--- config.mk ---
export PLATFORM = sky130hd
export DESIGN_NAME = qea_run_ctrl
export DESIGN_NICKNAME = d
export VERILOG_FILES = /design/src/rtl/qea_run_ctrl.sv
export SDC_FILE = /design/constraint.sdc
export NUM_CORES = 1
export LEC_CHECK = 0
export BUFFER_PORTS_ARGS = -buffer_cell sky130_fd_sc_hd__buf_2
export CORE_AREA = 8 8 391 393
export DETAILED_ROUTE_END_ITERATION = 12
export DIE_AREA = 0 0 399 401
export HOLD_SLACK_MARGIN = 0.08
export SYNTH_ARGS = -nofsm -noshare
export SYNTH_HDL_FRONTEND = slang
export SYNTH_SLANG_ARGS = --single-unit
--- constraint.sdc ---
create_clock -name clk -period 2.6 [get_ports clk]
set_clock_uncertainty 0.2 [all_clocks]
set_input_delay 0.13 -clock clk [delete_from_list [all_inputs] [get_ports clk]]
set_output_delay 0.13 -clock clk [all_outputs]
set_load 0.03 [all_outputs]
--- src/rtl/qea_run_ctrl.sv ---
// qea_run_ctrl: run sequencer for the quantum emulation accelerator.
// Takes a run command, streams gate context into ctx RAM, initialises the
// state RAM to |0..0>, starts the engine, times the run, then streams every
// state RAM row out over a valid/ready port.
// Optional watchdog: define QEA_RUN_CTRL_TIMEOUT_EN to abort runs that exceed
// TIMEOUT_CYCLES (reported through o_timeout and a bare o_done pulse).
module qea_run_ctrl #(
  parameter int PE_NUM_WIDTH            = 2,
  parameter int PE_NUM                  = 4,
  parameter int MAX_QBIT_WIDTH          = 6,
  parameter int STATE_DATA_WIDTH        = 64,
  parameter int STATE_ADDR_WIDTH        = 16,
  parameter int GATE_CONTEXT_DATA_WIDTH = 64,
  parameter int GATE_CONTEXT_ADDR_WIDTH = 16,
  parameter int CYCLE_CNT_WIDTH         = 32,
  parameter logic [31:0] INIT_AMP       = 32'h40000000,
  parameter int RD_LATENCY              = 1,
  parameter int TIMEOUT_CYCLES          = 1000000
) (
  input  logic                                 clk,
  input  logic                                 rst,
  input  logic                                 i_cmd_valid,
  output logic                                 o_cmd_ready,
  input  logic [MAX_QBIT_WIDTH-1:0]            i_qbit_num,
  input  logic [GATE_CONTEXT_ADDR_WIDTH:0]     i_ins_num,
  input  logic                                 i_ctx_valid,
  output logic                                 o_ctx_ready,
  input  logic [GATE_CONTEXT_DATA_WIDTH-1:0]   i_ctx_data,
  output logic                                 o_qea_start,
  output logic [MAX_QBIT_WIDTH-1:0]            o_qbit_num,
  input  logic                                 i_qea_complete,
  output logic                                 o_ctx_en,
  output logic                                 o_ctx_wea,
  output logic [GATE_CONTEXT_ADDR_WIDTH-1:0]   o_ctx_addr,
  output logic [GATE_CONTEXT_DATA_WIDTH-1:0]   o_ctx_data,
  output logic [PE_NUM-1:0]                    o_state_ena,
  output logic [PE_NUM-1:0]                    o_state_wea,
  output logic [STATE_ADDR_WIDTH-1:0]          o_state_addra,
  output logic [PE_NUM*STATE_DATA_WIDTH-1:0]   o_state_dina,
  input  logic [PE_NUM*STATE_DATA_WIDTH-1:0]   i_qea_state_dout,
  output logic                                 o_rd_valid,
  input  logic                                 i_rd_ready,
  output logic [PE_NUM*STATE_DATA_WIDTH-1:0]   o_rd_data,
  output logic                                 o_rd_last,
  output logic                                 o_busy,
  output logic                                 o_done,
  output logic                                 o_timeout,
  output logic [CYCLE_CNT_WIDTH-1:0]           o_exec_cycles
);

  localparam int ROW_W = PE_NUM * STATE_DATA_WIDTH;
  localparam int RE_W  = STATE_DATA_WIDTH / 2;
  localparam int LAT_W = $clog2(RD_LATENCY + 1);
  localparam int CAW   = GATE_CONTEXT_ADDR_WIDTH;

  localparam logic [CAW:0]                 CTX_ONE  = (CAW+1)'(1);
  localparam logic [STATE_ADDR_WIDTH-1:0]  ROW_ONE  = STATE_ADDR_WIDTH'(1);
  localparam logic [CYCLE_CNT_WIDTH-1:0]   CNT_ONE  = CYCLE_CNT_WIDTH'(1);
  localparam logic [LAT_W-1:0]             WAIT_ONE = LAT_W'(1);
  localparam logic [LAT_W-1:0]             LAT_LAST = LAT_W'(RD_LATENCY - 1);
`ifdef QEA_RUN_CTRL_TIMEOUT_EN
  localparam logic [CYCLE_CNT_WIDTH-1:0]   TO_LIMIT = CYCLE_CNT_WIDTH'(TIMEOUT_CYCLES);
`endif

  typedef enum logic [3:0] {
    IDLE, LOAD_CTX, INIT_STATE, START, RUN, RD_REQ, RD_WAIT, RD_OUT, DONE, ERR
  } state_t;

  state_t                        state_q, state_d;
  logic [MAX_QBIT_WIDTH-1:0]     qbit_q, qbit_d;
  logic [CAW:0]                  nwords_q, nwords_d;
  logic [CAW:0]                  ctx_cnt_q, ctx_cnt_d;
  logic [STATE_ADDR_WIDTH-1:0]   row_q, row_d;
  logic [STATE_ADDR_WIDTH-1:0]   last_row_q, last_row_d;
  logic [CYCLE_CNT_WIDTH-1:0]    cnt_q, cnt_d;
  logic [CYCLE_CNT_WIDTH-1:0]    exec_q, exec_d;
  logic                          first_q, first_d;
  logic [LAT_W-1:0]              wait_q, wait_d;
  logic [ROW_W-1:0]              rd_data_q, rd_data_d;
  logic [CAW:0]                  ins_clamp;
`ifdef QEA_RUN_CTRL_TIMEOUT_EN
  logic                          timeout_q, timeout_d;
`endif

  // Index of the last state row: low (qbit - PE_NUM_WIDTH) bits set, which
  // saturates naturally at the full address range.
  function automatic logic [STATE_ADDR_WIDTH-1:0] last_row_of(input logic [MAX_QBIT_WIDTH-1:0] q);
    int unsigned qi;
    int unsigned sh;
    logic [STATE_ADDR_WIDTH-1:0] r;
    qi = int'(q);
    sh = (qi > PE_NUM_WIDTH) ? qi - PE_NUM_WIDTH : 0;
    for (int unsigned b = 0; b < STATE_ADDR_WIDTH; b++) r[b] = (b < sh);
    return r;
  endfunction

  // Next-state and datapath register updates for the run sequence.
  always_comb begin
    state_d    = state_q;
    qbit_d     = qbit_q;
    nwords_d   = nwords_q;
    ctx_cnt_d  = ctx_cnt_q;
    row_d      = row_q;
    last_row_d = last_row_q;
    cnt_d      = cnt_q;
    exec_d     = exec_q;
    first_d    = first_q;
    wait_d     = wait_q;
    rd_data_d  = rd_data_q;
`ifdef QEA_RUN_CTRL_TIMEOUT_EN
    timeout_d  = timeout_q;
`endif
    ins_clamp = (i_ins_num[CAW] && (|i_ins_num[CAW-1:0])) ? {1'b1, {CAW{1'b0}}} : i_ins_num;

    unique case (state_q)
      IDLE: begin
        if (i_cmd_valid) begin
          qbit_d     = i_qbit_num;
          nwords_d   = ins_clamp;
          last_row_d = last_row_of(i_qbit_num);
          ctx_cnt_d  = '0;
          row_d      = '0;
`ifdef QEA_RUN_CTRL_TIMEOUT_EN
          timeout_d  = 1'b0;
`endif
          state_d    = (ins_clamp == '0) ? INIT_STATE : LOAD_CTX;
        end
      end
      LOAD_CTX: begin
        if (i_ctx_valid) begin
          ctx_cnt_d = ctx_cnt_q + CTX_ONE;
          if (ctx_cnt_q + CTX_ONE == nwords_q) state_d = INIT_STATE;
        end
      end
      INIT_STATE: begin
        if (row_q == last_row_q) begin
          row_d   = '0;
          cnt_d   = CNT_ONE;
          state_d = START;
        end else begin
          row_d = row_q + ROW_ONE;
        end
      end
      START: begin
        cnt_d   = cnt_q + CNT_ONE;
        exec_d  = '0;
        first_d = 1'b1;
        state_d = RUN;
      end
      RUN: begin
        if (cnt_q != '1) cnt_d = cnt_q + CNT_ONE;
        if (first_q) begin
          first_d = 1'b0;
        end else if (i_qea_complete) begin
          exec_d  = cnt_q;
          row_d   = '0;
          state_d = RD_REQ;
        end
`ifdef QEA_RUN_CTRL_TIMEOUT_EN
        else if (cnt_q >= TO_LIMIT) begin
          timeout_d = 1'b1;
          state_d   = ERR;
        end
`endif
      end
      RD_REQ: begin
        wait_d  = '0;
        state_d = RD_WAIT;
      end
      RD_WAIT: begin
        if (wait_q == LAT_LAST) begin
          rd_data_d = i_qea_state_dout;
          state_d   = RD_OUT;
        end else begin
          wait_d = wait_q + WAIT_ONE;
        end
      end
      RD_OUT: begin
        if (i_rd_ready) begin
          if (row_q == last_row_q) begin
            state_d = DONE;
          end else begin
            row_d   = row_q + ROW_ONE;
            state_d = RD_REQ;
          end
        end
      end
      DONE:    state_d = IDLE;
      ERR:     state_d = IDLE;
      default: state_d = IDLE;
    endcase
  end

  // State and datapath registers with synchronous reset.
  always_ff @(posedge clk) begin
    if (rst) begin
      state_q    <= IDLE;
      qbit_q     <= '0;
      nwords_q   <= '0;
      ctx_cnt_q  <= '0;
      row_q      <= '0;
      last_row_q <= '0;
      cnt_q      <= '0;
      exec_q     <= '0;
      first_q    <= 1'b0;
      wait_q     <= '0;
      rd_data_q  <= '0;
`ifdef QEA_RUN_CTRL_TIMEOUT_EN
      timeout_q  <= 1'b0;
`endif
    end else begin
      state_q    <= state_d;
      qbit_q     <= qbit_d;
      nwords_q   <= nwords_d;
      ctx_cnt_q  <= ctx_cnt_d;
      row_q      <= row_d;
      last_row_q <= last_row_d;
      cnt_q      <= cnt_d;
      exec_q     <= exec_d;
      first_q    <= first_d;
      wait_q     <= wait_d;
      rd_data_q  <= rd_data_d;
`ifdef QEA_RUN_CTRL_TIMEOUT_EN
      timeout_q  <= timeout_d;
`endif
    end
  end

  // Output decode from the registered state; ctx writes pass through in the accept cycle.
  always_comb begin
    o_cmd_ready   = (state_q == IDLE);
    o_ctx_ready   = (state_q == LOAD_CTX);
    o_ctx_en      = (state_q == LOAD_CTX) && i_ctx_valid;
    o_ctx_wea     = o_ctx_en;
    o_ctx_addr    = ctx_cnt_q[CAW-1:0];
    o_ctx_data    = o_ctx_en ? i_ctx_data : '0;
    o_state_ena   = ((state_q == INIT_STATE) || (state_q == RD_REQ)) ? '1 : '0;
    o_state_wea   = (state_q == INIT_STATE) ? '1 : '0;
    o_state_addra = ((state_q == INIT_STATE) || (state_q == RD_REQ)) ? row_q : '0;
    o_state_dina  = '0;
    if ((state_q == INIT_STATE) && (row_q == '0))
      o_state_dina[ROW_W-1 -: RE_W] = RE_W'(INIT_AMP);
    o_qea_start   = (state_q == START);
    o_qbit_num    = qbit_q;
    o_rd_valid    = (state_q == RD_OUT);
    o_rd_data     = rd_data_q;
    o_rd_last     = (state_q == RD_OUT) && (row_q == last_row_q);
    o_busy        = (state_q != IDLE);
    o_done        = (state_q == DONE) || (state_q == ERR);
    o_exec_cycles = exec_q;
`ifdef QEA_RUN_CTRL_TIMEOUT_EN
    o_timeout     = timeout_q;
`else
    o_timeout     = 1'b0;
`endif
  end

endmodule

== After elaboration in Yosys (flattened, before gate mapping) ==
Cells that the tools add are included.

* Register bits: 398
* Bits of input ports: 349

* Multiplexer cells: 37
* Reduce and logical (&&, ||, !) cells: 23
* Bitwise operators: 1
* Magnitude comparators: 17
* Equality and inequality tests: 22
* Add/subtract/negate cells: 5

{| class="wikitable"
|+ Operator list
! operator !! count
|-
| less-than comparator 4 x 32 -> 1 bit, first input constant || 8
|-
| two-way mux 32 bit || 5
|-
| less-than comparator 3 x 32 -> 1 bit, first input constant || 4
|-
| two-way mux 16 bit || 7
|-
| one-hot mux 32 bit (3 select lines) || 1
|-
| less-than comparator 1 x 32 -> 1 bit, first input constant || 2
|-
| less-than comparator 2 x 32 -> 1 bit, first input constant || 2
|-
| two-way mux 64 bit || 1
|-
| one-hot mux 16 bit (4 select lines) || 1
|-
| one-hot mux 32 bit (2 select lines) || 1
|-
| two-way mux 17 bit || 3
|-
| two-way mux 4 bit || 11
|-
| one-hot mux 17 bit (2 select lines) || 1
|-
| adder 32 x 1 -> 32 bit, second input constant || 1
|-
| inequality test 32 bit, second input constant || 1
|-
| one-hot mux 4 bit (8 select lines) || 1
|-
| two-way mux 31 bit || 1
|-
| adder 17 x 1 -> 17 bit, second input constant || 1
|-
| equality test 17 bit || 1
|-
| logical NOT 17 bit || 1
|-
| adder 16 x 1 -> 16 bit, second input constant || 1
|-
| equality test 16 bit || 1
|-
| equality test 4 x 3 -> 1 bit, second input constant || 4
|-
| logical NOT 16 bit || 1
|-
| 23 further kinds || 44
|}

== Depth between registers and ports, before layout ==
* Depth in word-level cells: 7
* Gate-level depth with buffers: 10
* Gate-level depth less buffers: 9

== Least setup slack after synthesis ==
No wires, ideal clock.

* Kind: register to register
* Start: register ctx_cnt_q[0]
* End: register state_q[0]
* Arrival: 2460 ps
* Setup slack: -175 ps
* Setup time: 115 ps
* Stages on the path, launching flop included: 10
* Clock period less this slack: 2775 ps
* Buffers on the path: 1
* Data required time: 2285 ps
* Cell sequence: dfxtp_1 -> ha_1 -> nand3_1 -> or4_1 -> clkbuf_1 -> nor4_1 -> o32ai_1 -> nor4_1 -> a21boi_1 -> o21a_1

* Word-level cells in the longest chain between the ends: 4

{| class="wikitable"
|+ RTL lines
! element !! RTL line !! source
|-
| start, declared || 72 || <nowiki>logic [CAW:0] ctx_cnt_q, ctx_cnt_d;</nowiki>
|-
| start signal, assigned || 215 || <nowiki>ctx_cnt_q <= ctx_cnt_d;</nowiki>
|-
| adder 17 x 1 -> 17 bit || 132 || <nowiki>if (ctx_cnt_q + CTX_ONE == nwords_q) state_d = INIT_STATE;</nowiki>
|-
| equality test 17 bit || 132 ||
|-
| inequality test 2 x 1 -> 1 bit (no source line) || - ||
|-
| AND reduction 8 bit (no source line) || - ||
|-
| end signal, assigned || 212 || <nowiki>state_q <= state_d;</nowiki>
|-
| end, declared || 69 || <nowiki>state_t state_q, state_d;</nowiki>
|}

Every way passes these cells.
A chain may end at the register's enable or synchronous reset.

== Worst setup path after layout ==
* Start: register last_row_q[5]
* End: register cnt_q[27]

* Word-level cells in the longest chain between the ends: 3

{| class="wikitable"
|+ RTL lines
! element !! RTL line !! source
|-
| start, declared || 74 || <nowiki>logic [STATE_ADDR_WIDTH-1:0] last_row_q, last_row_d;</nowiki>
|-
| start signal, assigned || 217 || <nowiki>last_row_q <= last_row_d;</nowiki>
|-
| equality test 16 bit || 136 || <nowiki>if (row_q == last_row_q) begin</nowiki>
|-
| inequality test 2 x 1 -> 1 bit (no source line) || - ||
|-
| AND reduction 3 bit (no source line) || - ||
|-
| end signal, assigned || 218 || <nowiki>cnt_q <= cnt_d;</nowiki>
|-
| end, declared || 75 || <nowiki>logic [CYCLE_CNT_WIDTH-1:0] cnt_q, cnt_d;</nowiki>
|}

Every way passes these cells.

==> results <==
- The flow ran to the end, but the final reports show violations.
- The final reports fail on setup timing.
- After detailed routing, the total wire length is 117 mm.
- The first global-routing pass estimated 158 mm of wire.
- The root buffer cell chosen for the clock tree is sky130_fd_sc_hd__clkbuf_16.
- The sink count of the clock tree is 397.
- The number of routed nets with antenna violations is 0.
- The clock network accounts for 39.8% of the total power.
- In this run, flip-flops and latches consume 34.9% of the power.
- Dividing the final minimum period by the clock period gives 101%.
- Entering global routing, the biggest net connects 84 pins.
- The final critical delay including setup and external delays is 2.62 ns.
- Buffers inserted during clock tree synthesis total 50.
- The post-layout net count is 3,877.
- The filler cells instantiated in the layout total 16.1k.
- The final count of hold timing violations was 0.
- The routability congestion estimate is 0.918.
- Setup repair after global routing could not meet its margin everywhere.
- The critical path ends at cnt_q[27].
- The synthesis-to-layout area growth is 69.9%.
- The path class of the lowest-slack min-delay path is primary input to flop.
- The critical path starts at last_row_q[5].
- The number of warnings printed during yosys synthesis is 0.
- The category of the worst setup path launch point is a flop.
- Counting distinct cell types in the post-synthesis netlist gives 58.
- The worst path arrival time is 2.95 ns.
- The H-tree generated during clock tree synthesis spans 2 levels.
- Excluding fillers, the count of instances in the completed layout stands at 5,506.
- In the synthesized netlist the dominant register cell turns out to be sky130_fd_sc_hd__dfxtp_1.
- The endpoint identified for the worst register-to-register timing path is cnt_q[27].
- For this run, the register share of the synthesized area comes to 43.4%.
- The sequential cells in the finished layout cover a total of 7960 um2.
- Cells with a size suffix above 1 make up 31.2% of the layout.
- In the final routed layout, each cell accounts on average for 21.2 um.
- The count of final max-slew check failures is 0.
- The initial utilization of the core area, before any placement, comes to 12.5%.
- The first routing iteration left 1,203 violations.
- The type of element capturing the critical path is a flop.
- The worst register-to-register path begins at last_row_q[5].
- The number of global-route vias before repair was 20.1k.
- Cells fill 21.2% of the core in the end.
- The maximum root-to-sink buffer count is 3.
- The total overflow left after global routing is 0.
- The die extent in x is 399 um.
- The share of power burned in combinational logic is 25.3%.
- For this design the top-level I/O count stands at 1,013.
- At the pin with the least slew margin, the transition time is 0.673 ns.
- The number of rows created at floorplan is 141.
- The synthesis-stage register bit count is 397.
- The relative max-transition margin is 55.1%.
- The initial antenna violation count is 38.
- In the global route stage, overall resource usage came out at 13.6%.
- The area of the core region is 147,000 um2.
- Using the TritonRoute via totals, the vias-per-cell ratio works out to 3.73.
- The clock latency on the worst-skew pair is 0.64 ns.
- The final setup violation count is 3.
- Clock-pin slew was measured on the worst setup and hold paths at 0.06 ns.
- The average instance in the mapped netlist occupies 7.77 um2.
- The multi-input combinational cells in the finished layout cover a total of 9110 um2.
- The top achievable clock speed is 382 MHz.
- After synthesis, the share of flip-flops with an asynchronous set or reset is 0%.
- The largest fanout on the critical path is 7.
- Counting tap cells, the placed design contains a total of 4,975 instances.
- In this run the static leakage power is 13.2 nW.
- The setup total negative slack is -0.0387 ns.
- The cell count after synthesis is 2,355.
- In this run switching power makes up 31.8% of total power.
- The height of the die is 401 um.
- The worst setup path is of the flop to flop kind.
- For flop-to-flop paths, the worst setup slack is -0.02 ns.
- The number of maximum-capacitance violations is 0.
- For this run, design rule violations remaining after detail routing come to 0.
- In this run the cell area of the synthesized design comes to 18,300 um2.
- The design internal power is 12.3 mW.
- The worst path required time is 2.93 ns.
- The count of vias placed by the detailed router is 20.5k.
- The half-perimeter wire length after detailed placement is 92.5 mm.
- The floorplan die area is 160,000 um2.
- The CTS tree is done.
- Counting flops with a built-in enable in the synthesized netlist gives 0.
- For this design the ratio of total power to cell area is 581 nW/um2.
- The maximum VDD drop is 0.476 mV.
- The depth of the worst register-to-register path is 7.
- The total of buffers placed on input and output ports is 756.
- In the post-route analysis, the smallest setup slack over all paths is -0.0191 ns.
- The analysis attributes to net switching a power of 5.74 mW.
- The number of search-and-repair iterations in the first detailed-routing pass is 8.
## synth_stat cells, types with 2 or more instances
master | number | area share [%]
sky130_fd_sc_hd__a311oi_1 | 3 | 0.14
sky130_fd_sc_hd__a21oi_1 | 311 | 8.5
sky130_fd_sc_hd__ha_1 | 5 | 0.34
sky130_fd_sc_hd__a21o_1 | 3 | 0.12
sky130_fd_sc_hd__xnor2_1 | 41 | 2.0
sky130_fd_sc_hd__nor4b_1 | 2 | 0.096
sky130_fd_sc_hd__and4_1 | 8 | 0.38
sky130_fd_sc_hd__o21bai_1 | 3 | 0.12
sky130_fd_sc_hd__nor4_1 | 20 | 0.68
sky130_fd_sc_hd__and2_1 | 22 | 0.75
sky130_fd_sc_hd__nand3_1 | 28 | 0.77
sky130_fd_sc_hd__or4_1 | 4 | 0.16
sky130_fd_sc_hd__nor2b_1 | 4 | 0.14
sky130_fd_sc_hd__a21boi_0 | 2 | 0.082
sky130_fd_sc_hd__buf_4 | 279 | 11
sky130_fd_sc_hd__buf_2 | 4 | 0.11
sky130_fd_sc_hd__a31oi_1 | 5 | 0.17
sky130_fd_sc_hd__xor2_1 | 27 | 1.3
sky130_fd_sc_hd__o211ai_1 | 3 | 0.12
sky130_fd_sc_hd__o31ai_1 | 2 | 0.082
sky130_fd_sc_hd__clkbuf_1 | 145 | 3.0
sky130_fd_sc_hd__nor3_1 | 26 | 0.71
sky130_fd_sc_hd__o21ai_0 | 39 | 1.1
sky130_fd_sc_hd__or3_1 | 14 | 0.48
sky130_fd_sc_hd__nor2_1 | 150 | 3.1
sky130_fd_sc_hd__nand4b_1 | 4 | 0.19
sky130_fd_sc_hd__dfxtp_1 | 397 | 43
sky130_fd_sc_hd__o21a_1 | 3 | 0.12
sky130_fd_sc_hd__o32ai_1 | 2 | 0.096
sky130_fd_sc_hd__nand4_1 | 17 | 0.58
sky130_fd_sc_hd__nor3b_1 | 5 | 0.21
sky130_fd_sc_hd__a22oi_1 | 50 | 2.1
sky130_fd_sc_hd__or2_2 | 2 | 0.068
sky130_fd_sc_hd__a211o_1 | 2 | 0.096
sky130_fd_sc_hd__nand2b_1 | 9 | 0.31
sky130_fd_sc_hd__and3_1 | 79 | 2.7
sky130_fd_sc_hd__buf_6 | 4 | 0.25
sky130_fd_sc_hd__nor4_4 | 3 | 0.35
sky130_fd_sc_hd__nand2_1 | 580 | 12
sky130_fd_sc_hd__inv_1 | 16 | 0.33
sky130_fd_sc_hd__a211oi_1 | 12 | 0.49
sky130_fd_sc_hd__nand3b_1 | 4 | 0.16
## critical path, stage by stage (launching register included)
cell and delay (ns):
sky130_fd_sc_hd__dfxtp_1 0.32, sky130_fd_sc_hd__xor2_1 0.18, sky130_fd_sc_hd__nor4_4 0.35, sky130_fd_sc_hd__nand4_4 0.17, sky130_fd_sc_hd__o21a_4 0.25, sky130_fd_sc_hd__or4_4 0.56, sky130_fd_sc_hd__or3_4 0.35, sky130_fd_sc_hd__a21oi_2 0.13
## routing by layer
metal,vias to the layer above,global-route usage [%],routed length [um]
li1,9680,-,-
met1,9823,15.4,45200
met2,842,24.1,57700
met3,165,3.96,9120
met4,18,4.61,4620
met5,-,0,110
## worst min path at each step
stage / startpoint / end / cells past startpoint / slack [ns]
6_report: i_qea_state_dout[35] / o_rd_data[35] / 4 / 0.14
5_1_grt: i_qea_state_dout[35] / o_rd_data[35] / 4 / 0.10
3_5_place_dp: i_qea_state_dout[112] / o_rd_data[112] / 3 / 0.18
3_3_place_gp: i_qea_state_dout[83] / o_rd_data[83] / 3 / 0.17
4_1_cts: i_qea_state_dout[10] / o_rd_data[10] / 4 / 0.08
2_1_floorplan: i_ins_num[16] / nwords_q[16] / 2 / 0.07
## cells by family (layout without fill, tap and decap cells)
logic type               after synthesis  count (layout)  share of synthesized area (%)
XOR/XNOR                              69              69                           3.34
AND/OR/NAND/NOR                      984             985                           24.0
other                                  1             268                         0.0205
multiplexers                           2               2                          0.116
flip-flops                           397             397                           43.4
AO/OA/AOI/OAI                        448             448                           13.7
buffers and inverters                449            1402                           15.1
adder cells (fa/ha/maj)                5               5                          0.342
## power groups by stage
| stage | registers [mW] | clock network, mW | logic, mW |
|---|---|---|---|
| detailed placement | 6.44 | 0 | 3.01 |
| global placement | 6.44 | 0 | 3.00 |
| CTS | 6.31 | 7.43 | 4.37 |
| global route | 6.32 | 7.69 | 4.84 |
| floorplan | 6.48 | 0 | 2.17 |
| finish | 6.31 | 7.19 | 4.57 |
## cell usage in the layout (no fill, tap or decap), types with 23 or more instances in the layout
| master | count |
|---|---|
| sky130_fd_sc_hd__buf_2 | 672 |
| sky130_fd_sc_hd__nand2_1 | 579 |
| sky130_fd_sc_hd__dlygate4sd3_1 | 393 |
| sky130_fd_sc_hd__dfxtp_1 | 388 |
| sky130_fd_sc_hd__a21oi_1 | 304 |
| sky130_fd_sc_hd__conb_1 | 256 |
| sky130_fd_sc_hd__nor2_1 | 147 |
| sky130_fd_sc_hd__buf_4 | 115 |
| sky130_fd_sc_hd__buf_6 | 76 |
| sky130_fd_sc_hd__and3_4 | 54 |
| sky130_fd_sc_hd__clkbuf_16 | 53 |
| sky130_fd_sc_hd__a22oi_1 | 50 |
| sky130_fd_sc_hd__xnor2_1 | 41 |
| sky130_fd_sc_hd__o21ai_0 | 38 |
| sky130_fd_sc_hd__nand3_1 | 26 |
| sky130_fd_sc_hd__xor2_1 | 25 |
| sky130_fd_sc_hd__and3_1 | 25 |
| sky130_fd_sc_hd__nor3_1 | 23 |
| sky130_fd_sc_hd__buf_12 | 23 |
## cell type report
class	instances	area share, %
sequential	397	25.6
multi-input combinational	1765	29.3
antenna	12	0.0966
clock buffer	70	4.68
tap	1930	7.77
inverter	16	0.193
clock inverter	23	0.849
timing repair buffer	1293	31.5
## flip-flops by register name (all words and copies together), names as in the netlist
| signal | count |
|---|---|
| cnt_q | 32 |
| ctx_cnt_q | 17 |
| first_q | 1 |
| last_row_q | 16 |
| nwords_q | 17 |
| o_exec_cycles | 32 |
| o_qbit_num | 6 |
| o_rd_data | 256 |
| row_q | 16 |
| state_q | 4 |
## stage by stage
step / hold WS [ns] / power (mW) / setup WS [ns] / instance area (um2)
final: 0.139 / 18.1 / -0.0191 / 31100
after global routing: 0.101 / 18.9 / -0.125 / 31100
after CTS: 0.0810 / 18.1 / -0.0662 / 30600
after detailed placement: 0.176 / 9.45 / -0.0813 / 23900
after global placement: 0.170 / 9.43 / -0.0598 / 23900
after floorplan: 0.0660 / 8.65 / -0.124 / 19300
## timing repair
action,4_1_cts,5_1_grt
pin swaps,22,44
setup endpoints to repair,97,133
hold endpoints to repair,372,0
gates resized for setup,215,92
buffers inserted,19,4
hold buffers,393,0
cloned,11,3
Power figures use the tool's default switching activity.
